--- config.mk ---
export PLATFORM = sky130hd
export DESIGN_NAME = fwd_hazard_unit_flat
export DESIGN_NICKNAME = d
export VERILOG_FILES = /design/src/rtl/fwd_pkg.sv /design/src/rtl/fwd_hazard_unit_if.sv /design/src/rtl/fwd_port_match.sv /design/src/rtl/fwd_hazard_unit.sv /design/src/flat_wrapper.sv
export SDC_FILE = /design/constraint.sdc
export NUM_CORES = 1
export LEC_CHECK = 0
export BUFFER_PORTS_ARGS = -buffer_cell sky130_fd_sc_hd__buf_2
export CAP_MARGIN = 20
export CELL_PAD_IN_SITES_DETAIL_PLACEMENT = 1
export CELL_PAD_IN_SITES_GLOBAL_PLACEMENT = 1
export CORE_ASPECT_RATIO = 0.5
export CORE_MARGIN = 2
export CORE_UTILIZATION = 29
export DETAILED_ROUTE_END_ITERATION = 10
export GPL_ROUTABILITY_DRIVEN = 0
export PLACE_DENSITY = 0.76
export SLEW_MARGIN = 20
export SYNTH_ARGS = -nofsm -noshare
export SYNTH_HDL_FRONTEND = slang
export SYNTH_SLANG_ARGS = --single-unit
--- constraint.sdc ---
create_clock -name clk -period 1.9 [get_ports clk]
set_input_delay 0.38 -clock clk [delete_from_list [all_inputs] [get_ports clk]]
set_output_delay 0.38 -clock clk [all_outputs]
set_load 0.05 [all_outputs]
--- src/rtl/fwd_pkg.sv ---
// Shared types and constants for the forwarding/hazard unit: select encoding,
// latency codes and the shadow-pipeline entry layout.
package fwd_pkg;

  localparam int SEL_FORWARD_RAW = 0;

  // Entry fields are sized for the widest supported configuration
  localparam int ENTRY_RD_W  = 8;
  localparam int ENTRY_LAT_W = 4;

  localparam logic [ENTRY_LAT_W-1:0] LAT_ALU  = 4'd1;
  localparam logic [ENTRY_LAT_W-1:0] LAT_LOAD = 4'd2;

  typedef struct packed {
    logic                   valid;
    logic [ENTRY_RD_W-1:0]  rd;
    logic [ENTRY_LAT_W-1:0] lat;
  } fwd_entry_t;

  // Forwarding from stage k is encoded as select value k
  function automatic int stage_sel(input int k);
    return k;
  endfunction

  function automatic logic [ENTRY_LAT_W-1:0] clamp_lat(input logic [ENTRY_LAT_W-1:0] lat,
                                                       input logic [ENTRY_LAT_W-1:0] depth);
    logic [ENTRY_LAT_W-1:0] res;
    if (lat == 4'd0) begin
      res = LAT_ALU;
    end else if (lat > depth) begin
      res = depth;
    end else begin
      res = lat;
    end
    return res;
  endfunction

endpackage

--- src/rtl/fwd_hazard_unit_if.sv ---
// EX-side bus of the forwarding/hazard unit; master is the pipeline, slave is the unit.
interface fwd_hazard_unit_if #(
  parameter int NUM_RD    = 2,
  parameter int REG_AW    = 5,
  parameter int FWD_DEPTH = 2,
  parameter int SEL_W     = $clog2(FWD_DEPTH + 1)
);
  logic                     ex_valid;
  logic                     ex_we;
  logic [REG_AW-1:0]        ex_rd;
  logic [SEL_W-1:0]         ex_lat;
  logic [NUM_RD*REG_AW-1:0] ex_src;
  logic                     flush;
  logic [NUM_RD*SEL_W-1:0]  fwd_sel;
  logic                     stall;
  logic [31:0]              stall_cnt;
  logic [31:0]              fwd_cnt;

  modport master (
    output ex_valid, ex_we, ex_rd, ex_lat, ex_src, flush,
    input  fwd_sel, stall, stall_cnt, fwd_cnt
  );

  modport slave (
    input  ex_valid, ex_we, ex_rd, ex_lat, ex_src, flush,
    output fwd_sel, stall, stall_cnt, fwd_cnt
  );
endinterface

--- src/rtl/fwd_port_match.sv ---
// Priority match of one EX source register against the shadow pipeline;
// the newest (lowest-numbered) matching stage wins.
module fwd_port_match
  import fwd_pkg::*;
#(
  parameter int REG_AW    = 5,
  parameter int FWD_DEPTH = 2,
  parameter int SEL_W     = $clog2(FWD_DEPTH + 1)
) (
  input  fwd_entry_t        stage_i [1:FWD_DEPTH],
  input  logic [REG_AW-1:0] src_i,
  output logic [SEL_W-1:0]  sel_o,
  output logic              hazard_o
);

  logic [ENTRY_RD_W-1:0] src_ext_s;
  logic                  win_found_s;
  logic                  win_rdy_s;
  logic [SEL_W-1:0]      win_sel_s;
  logic                  hit_s;

  assign src_ext_s = ENTRY_RD_W'(src_i);

  // Scan oldest to newest so the newest hit overwrites older ones
  always_comb begin
    sel_o       = SEL_W'(SEL_FORWARD_RAW);
    hazard_o    = 1'b0;
    win_found_s = 1'b0;
    win_rdy_s   = 1'b0;
    win_sel_s   = SEL_W'(SEL_FORWARD_RAW);
    hit_s       = 1'b0;
    for (int k = FWD_DEPTH; k >= 1; k--) begin
      hit_s       = stage_i[k].valid && (stage_i[k].rd == src_ext_s) && (src_i != '0);
      win_rdy_s   = hit_s ? (ENTRY_LAT_W'(k) >= stage_i[k].lat) : win_rdy_s;
      win_sel_s   = hit_s ? SEL_W'(stage_sel(k)) : win_sel_s;
      win_found_s = hit_s | win_found_s;
    end
    if (win_found_s && win_rdy_s) begin
      sel_o    = win_sel_s;
      hazard_o = 1'b0;
    end else if (win_found_s) begin
      sel_o    = SEL_W'(SEL_FORWARD_RAW);
      hazard_o = 1'b1;
    end else begin
      sel_o    = SEL_W'(SEL_FORWARD_RAW);
      hazard_o = 1'b0;
    end
  end

endmodule

--- src/rtl/fwd_hazard_unit.sv ---
// Forwarding select and load-use stall generation from a shadow pipeline of
// in-flight destinations. Optional perf counters: define FWD_HAZARD_PERF_EN.
module fwd_hazard_unit
  import fwd_pkg::*;
#(
  parameter int NUM_RD    = 2,
  parameter int REG_AW    = 5,
  parameter int FWD_DEPTH = 2,
  parameter int SEL_W     = $clog2(FWD_DEPTH + 1)
) (
  input logic               clk,
  input logic               rst,
  fwd_hazard_unit_if.slave  bus
);

  fwd_entry_t              stage_q [1:FWD_DEPTH];
  fwd_entry_t              stage_d [1:FWD_DEPTH];
  fwd_entry_t              cap_s;
  logic [NUM_RD*SEL_W-1:0] fwd_sel_s;
  logic [NUM_RD-1:0]       hazard_s;
  logic                    stall_s;

  // Entry the EX instruction would leave behind in stage 1
  always_comb begin
    cap_s.valid = bus.ex_valid && bus.ex_we && (bus.ex_rd != '0);
    cap_s.rd    = ENTRY_RD_W'(bus.ex_rd);
    cap_s.lat   = clamp_lat(ENTRY_LAT_W'(bus.ex_lat), ENTRY_LAT_W'(FWD_DEPTH));
  end

  for (genvar i = 0; i < NUM_RD; i++) begin : g_port
    fwd_port_match #(
      .REG_AW    (REG_AW),
      .FWD_DEPTH (FWD_DEPTH),
      .SEL_W     (SEL_W)
    ) u_match (
      .stage_i  (stage_q),
      .src_i    (bus.ex_src[i*REG_AW +: REG_AW]),
      .sel_o    (fwd_sel_s[i*SEL_W +: SEL_W]),
      .hazard_o (hazard_s[i])
    );
  end

  // Flush overrides stall: the killed instruction must not hold ID/EX
  assign stall_s     = (|hazard_s) && bus.ex_valid && !bus.flush;
  assign bus.stall   = stall_s;
  assign bus.fwd_sel = fwd_sel_s;

  // Shift the shadow pipeline; stage 1 takes a bubble on stall or flush
  always_comb begin
    for (int k = 1; k <= FWD_DEPTH; k++) begin
      stage_d[k] = '0;
    end
    if (stall_s || bus.flush) begin
      stage_d[1] = '0;
    end else begin
      stage_d[1] = cap_s;
    end
    for (int k = 2; k <= FWD_DEPTH; k++) begin
      stage_d[k] = stage_q[k-1];
    end
  end

  // Shadow pipeline registers
  always_ff @(posedge clk or posedge rst) begin
    if (rst) begin
      for (int k = 1; k <= FWD_DEPTH; k++) begin
        stage_q[k] <= '0;
      end
    end else begin
      for (int k = 1; k <= FWD_DEPTH; k++) begin
        stage_q[k] <= stage_d[k];
      end
    end
  end

`ifdef FWD_HAZARD_PERF_EN
  logic [31:0] stall_cnt_q, stall_cnt_d;
  logic [31:0] fwd_cnt_q, fwd_cnt_d;
  logic        fwd_any_s;

  assign fwd_any_s = bus.ex_valid && (fwd_sel_s != '0);

  // Saturating event counters
  always_comb begin
    stall_cnt_d = stall_cnt_q;
    fwd_cnt_d   = fwd_cnt_q;
    if (stall_s && (stall_cnt_q != 32'hFFFF_FFFF)) begin
      stall_cnt_d = stall_cnt_q + 32'd1;
    end else begin
      stall_cnt_d = stall_cnt_q;
    end
    if (fwd_any_s && (fwd_cnt_q != 32'hFFFF_FFFF)) begin
      fwd_cnt_d = fwd_cnt_q + 32'd1;
    end else begin
      fwd_cnt_d = fwd_cnt_q;
    end
  end

  // Counter registers
  always_ff @(posedge clk or posedge rst) begin
    if (rst) begin
      stall_cnt_q <= 32'd0;
      fwd_cnt_q   <= 32'd0;
    end else begin
      stall_cnt_q <= stall_cnt_d;
      fwd_cnt_q   <= fwd_cnt_d;
    end
  end

  assign bus.stall_cnt = stall_cnt_q;
  assign bus.fwd_cnt   = fwd_cnt_q;
`else
  assign bus.stall_cnt = 32'd0;
  assign bus.fwd_cnt   = 32'd0;
`endif

endmodule
--- src/flat_wrapper.sv ---
// flat-port wrapper written by rule: the top's interface ports become plain ports
module fwd_hazard_unit_flat import fwd_pkg::*;
#(
  parameter int NUM_RD    = 2,
  parameter int REG_AW    = 5,
  parameter int FWD_DEPTH = 2,
  parameter int SEL_W     = $clog2(FWD_DEPTH + 1)
)
  (clk, rst, bus_ex_valid, bus_ex_we, bus_ex_rd, bus_ex_lat, bus_ex_src, bus_flush, bus_fwd_sel, bus_stall, bus_stall_cnt, bus_fwd_cnt);
  fwd_hazard_unit_if #(.NUM_RD(NUM_RD), .REG_AW(REG_AW), .FWD_DEPTH(FWD_DEPTH), .SEL_W(SEL_W)) bus_i ();
  input logic clk;
  input logic rst;
  input wire logic [$bits(bus_i.ex_valid)-1:0] bus_ex_valid;
  input wire logic [$bits(bus_i.ex_we)-1:0] bus_ex_we;
  input wire logic [$bits(bus_i.ex_rd)-1:0] bus_ex_rd;
  input wire logic [$bits(bus_i.ex_lat)-1:0] bus_ex_lat;
  input wire logic [$bits(bus_i.ex_src)-1:0] bus_ex_src;
  input wire logic [$bits(bus_i.flush)-1:0] bus_flush;
  output wire logic [$bits(bus_i.fwd_sel)-1:0] bus_fwd_sel;
  output wire logic [$bits(bus_i.stall)-1:0] bus_stall;
  output wire logic [$bits(bus_i.stall_cnt)-1:0] bus_stall_cnt;
  output wire logic [$bits(bus_i.fwd_cnt)-1:0] bus_fwd_cnt;
  assign bus_i.ex_valid = bus_ex_valid;
  assign bus_i.ex_we = bus_ex_we;
  assign bus_i.ex_rd = bus_ex_rd;
  assign bus_i.ex_lat = bus_ex_lat;
  assign bus_i.ex_src = bus_ex_src;
  assign bus_i.flush = bus_flush;
  assign bus_fwd_sel = bus_i.fwd_sel;
  assign bus_stall = bus_i.stall;
  assign bus_stall_cnt = bus_i.stall_cnt;
  assign bus_fwd_cnt = bus_i.fwd_cnt;
  fwd_hazard_unit #(.NUM_RD(NUM_RD), .REG_AW(REG_AW), .FWD_DEPTH(FWD_DEPTH), .SEL_W(SEL_W)) u_core (.clk(clk), .rst(rst), .bus(bus_i));
endmodule
# ---- Word-level counts from Yosys, hierarchy flattened
# Cells that the tools add are included.
dict set report op_classes {
  n_lt_le_gt_ge 3
  muxes 17
  n_bitwise 2
  eq_ne 4
  reduce_logical 21
}
# cell count
set ops {}
lappend ops {{equality test 8 x 5 -> 1 bit} 4}
lappend ops {{nonzero test 5 bit} 3}
lappend ops {{logical AND 1 bit} 14}
lappend ops {{two-way mux 2 bit} 7}
lappend ops {{two-way mux 13 bit} 1}
lappend ops {{two-way mux 1 bit} 8}
lappend ops {{>= comparator 1 x 4 -> 1 bit, first input constant} 1}
lappend ops {{>= comparator 2 x 4 -> 1 bit, first input constant} 1}
lappend ops {{two-way mux 4 bit} 1}
lappend ops {{greater-than comparator 2 bit, second input constant} 1}
lappend ops {{logical NOT 2 bit} 1}
lappend ops {{bitwise OR 1 bit} 2}
lappend ops {{OR reduction 2 bit} 1}
lappend ops {{logical NOT 1 bit} 1}
lappend ops {{logical OR 1 bit} 1}
dict set report word_totals {
  inputBits 22
  out_inout_bits 69
  reg_bits 26
  elab_cells 53
}

# ---- Logic depth before layout (Yosys ltp)
dict set report depth {
  ltp_word 12
  depth_mapped 5
  depth_no_buf 5
}

# ---- Cells and area by module
# A second synthesis with hierarchy kept.
dict set report unflattened {
  hier_cells 148
  hier_area_um2 1406.3
}
# module n_inst cells_per_inst area_per_inst_um2
set by_module_without_submodules {}
lappend by_module_without_submodules {fwd_hazard_unit 1 94 968.4}
lappend by_module_without_submodules {fwd_port_match 2 27 219.0}

# ---- Least setup slack after synthesis
# Ideal clock, no wire load.
dict set report synth_timing {
  kind {register to output}
  from {reg u_core.stage_q, in the netlist u_core.stage_d[8]}
  to {out bus_stall}
  stages_incl_launch_ff 6
  arrival_time_ps 2063
  slack_ps -543
  path_cell_list {dfrtp_1 -> xnor2_1 -> nand4_1 -> or3b_4 -> a21bo_1 -> a21oi_1}
}
dict set report synth_via {
  elab_chain_len 9
}
# element line
set synth_lines {}
lappend synth_lines {{start, declared} fwd_hazard_unit.sv:16} ;# fwd_entry_t stage_q [1:FWD_DEPTH];
lappend synth_lines {{start signal, assigned by index} fwd_hazard_unit.sv:71} ;# stage_q[k] <= stage_d[k];
lappend synth_lines {{equality test 8 x 5 -> 1 bit} fwd_port_match.sv:33} ;# hit_s = stage_i[k].valid && (stage_i[k].rd == src_ext_s) && (src_i != '0);
lappend synth_lines {{logical AND 1 bit (2 in series)} fwd_port_match.sv:33}
lappend synth_lines {{bitwise OR 1 bit / two-way mux 1 bit (equally long branches)} {fwd_port_match.sv:36, fwd_port_match.sv:34}}
lappend synth_lines {{two-way mux 1 bit / logical AND 1 bit (equally long branches)} {fwd_port_match.sv:41, fwd_port_match.sv:38}}
lappend synth_lines {{two-way mux 1 bit} fwd_port_match.sv:38} ;# if (win_found_s && win_rdy_s) begin
lappend synth_lines {{OR reduction 2 bit (*)} fwd_hazard_unit.sv:44} ;# assign stall_s = (|hazard_s) && bus.ex_valid && !bus.flush;
lappend synth_lines {{logical AND 1 bit (*) (2 in series)} fwd_hazard_unit.sv:44}
lappend synth_lines {{end, declared} flat_wrapper.sv:20} ;# output wire logic [$bits(bus_i.stall)-1:0] bus_stall;
# Every way passes the cells marked *; elsewhere a longest branch is shown, timed or not.

# ---- Worst setup path after layout
dict set report layout_timing {
  from {reg u_core.stage_q[4] (netlist bit)}
  to {out bus_stall}
}
dict set report layout_via {
  elab_chain_len 10
}
# element line
set layout_lines {}
lappend layout_lines {{equality test 8 x 5 -> 1 bit} fwd_port_match.sv:33}
lappend layout_lines {{logical AND 1 bit (2 in series)} fwd_port_match.sv:33}
lappend layout_lines {{two-way mux 1 bit (2 in series)} fwd_port_match.sv:34} ;# win_rdy_s = hit_s ? (ENTRY_LAT_W'(k) >= stage_i[k].lat) : win_rdy_s;
lappend layout_lines {{logical AND 1 bit} fwd_port_match.sv:38}
lappend layout_lines {{two-way mux 1 bit} fwd_port_match.sv:38}
lappend layout_lines {{OR reduction 2 bit (*)} fwd_hazard_unit.sv:44}
lappend layout_lines {{logical AND 1 bit (*) (2 in series)} fwd_hazard_unit.sv:44}
# Marked as above.

==> flow_summary.yaml <==
layout:
  syn_to_final_growth_pct: 32.6
  final_area_um2: 1800
  final_util_pct: 40.6
  seq_area_um2: 403
  fillers: 519
  final_nets: 217
  multi_input_area_um2: 901
  drive_above_1_share_pct: 39.2
  num_antenna_cells: 0
synth:
  synth_cell_types: 27
  synth_ff_type: "dfrtp_1"
  synth_area_leaders: "buf_4, dfrtp_1, xnor2_1"
  async_reset_ff_share_pct: 100
  synth.most_common_cell: "buf_4"
  yosysSeqAreaShare_pct: 29.4
  synth_area_leader_cell: "buf_4"
  syn_inst: 145
  yosys-top-cells-count: "buf_4, dfrtp_1, xnor2_1"
  synth.cell_area_um2: 1360
  ys_ff_latch: 16
  postSynthAreaPerCell_um2: 9.38
  synth_edf_count: 0
  synth.top_cell.area_share_pct: 35.3
  yosysWarnings: 0
clock_tree:
  cts_sinks: 16
  clockBufferDepth: 2
  ctsHoldBuffers: 0
  cts.clk_slew.worst_paths_ps: 70
  clock-root-buffer: "clkbuf_8"
  clock_latency_ps: 260
  cts_buffers: 3
  htreeDepth: 1
  cts_tree: "yes"
pwr:
  p_per_area_nw_per_um2: 625
  peakVddDrop_mv: 0.224
  power_mw: 1.13
  leakage_nw: 0.845
floorplan:
  initial_utilization_pct: 30.6
  die_x_um: 101
  die_area_um2: 5290
  ios: 91
  core_area_um2: 4450
  die_h_um: 52.4
  rows: 17
sta:
  post-route-min-period_ps: 2480
  clock_skew_ps: 4.91
  worst_slew_pin_slew_ps: 581
  post-route-period-util_pct: 131
  worst_slack_ps: -584
  max_clock_freq_mhz: 403
  finalHoldViolCount: 0
  slew_viol_final: 0
  max_slew_margin_pct: 61.2
  setup_viol: 12
  rsz0062_at_grt: "yes"
  tns_ps: -3970
global_routing:
  first_global_vias: 973
  grt_pass1_wl_um: 5130
  grt_util_all_layers_pct: 13.6
  gr-total-overflow: 0
  antenna_found_initial: 0
  grt_max_degree: 17
outcome:
  status: "complete, but fails checks"
  violations: "negative setup slack"
worst_setup_path:
  r2r-start: "u_core.stage_q[4]"
  arrival_ps: 2100
  reg2reg_to: "u_core.stage_d[6]"
  reg2reg_slack_ps: -240
  r2r_cells: 9
  crit_type: "reg2out"
  cp.required_ps: 1520
  cp_max_fo: 2
  cp-start-kind: "flop"
  crit_path_end_kind: "primary output"
min_path:
  hold_path_class: "in2async"
detailed_routing:
  finalWirelength_um: 3610
  post-route-drc-count: 0
  drtIter0Drc: 15
  detail-route-antenna-nets: 0
  wire_per_inst_um: 14.4
  vias: 968
  viasPerCell: 3.86
  dr.pass1.iters: 4
placed_design:
  numPortBuffers: 25
  place_area_um2: 1420
  dp_hpwl_um: 2360
  dp_slack_ps: -368
job:
  cap_violations: 0
-- power by group --
part           switching [mW]  leakage (nW)  internal (mW)
sequential             0.0231         0.205          0.358
clock                   0.126        0.0288          0.184
combinational           0.353         0.612         0.0818
-- routing by layer --
metal	up-vias	global-route usage (%)	routed length, um
li1	448	-	-
met1	452	15.0	1420
met2	60	24.7	1810
met3	8	2.13	244
met4	0	9.13	131
met5	-	0	0
-- area by class of cell --
type	instances	share of cell area (%)
Tap cell	57	3.96
Sequential cell	16	22.3
Clock buffer	4	3.05
Multi-Input combinational cell	126	50.0
Timing Repair Buffer	47	20.5
Inverter	1	0.208
-- cell usage in the layout (no fill, tap or decap), types with 2 or more instances in the layout --
cell type and instances:
a21oi_4 3, conb_1 64, nand2_1 6, xnor2_2 2
nor4_4 2, buf_12 2, or3b_4 2, nand4_1 2
clkbuf_8 4, buf_4 15, dfrtp_2 2, nor2_1 3
nor4b_4 4, nor3_1 2, xnor2_1 10, a21oi_2 2
and2_1 2, nor4b_2 2, buf_2 20, xor2_1 7
nor2_4 2, dfrtp_1 14, buf_6 9
-- stage by stage --
step / hold WS [ps] / instances
CTS: 197 / 248
detailed placement: 353 / 238
finish: 168 / 251
global route: 233 / 251
floorplan: 294 / 208
global placement: 345 / 238
-- cell families after synthesis --
logic type	Yosys count	share of synthesized area, %
other	1	0.276
and+or+nand+nor	33	15.6
buffers and inverters	66	35.9
AOI/OAI and AO/OA	9	5.89
DFF	16	29.4
xor gates and xnor gates	20	12.9
-- state kept, by name (all words and copies together), names as in the netlist --
| signal | cells |
|---|---|
| u_core.stage_d | 8 |
| u_core.stage_q | 8 |
-- timing repair --
| action | 4_1_cts | 5_1_grt |
|---|---|---|
| buffers inserted | 11 | 7 |
| endpoints found under the hold margin | 0 | 0 |
| endpoints found under the setup margin | 12 | 12 |
| gates resized for setup | 37 | 9 |
| pin swaps | 16 | 10 |
-- worst max-delay path: stages (launching register included) --
cell	delay (ps)
dfrtp_1	410
xor2_1	190
nor4_2	440
o2111ai_4	190
a21o_1	240
a21oi_2	190
buf_6	180
-- how the worst max path moves through the flow --
| stage | slack (ps) | to | start | cells past startpoint |
|---|---|---|---|---|
| after floorplan | -240 | bus_stall | u_core.stage_d[8] | 5 |
| after global placement | -300 | bus_stall | bus_ex_src[7] | 7 |
| after detailed placement | -370 | bus_stall | bus_ex_src[2] | 7 |
| after CTS | -510 | bus_stall | u_core.stage_d[4] | 6 |
| after global routing | -630 | bus_stall | u_core.stage_q[4] | 6 |
| final | -580 | bus_stall | u_core.stage_q[4] | 6 |
Note: power is estimated with default switching activity, not from simulation.
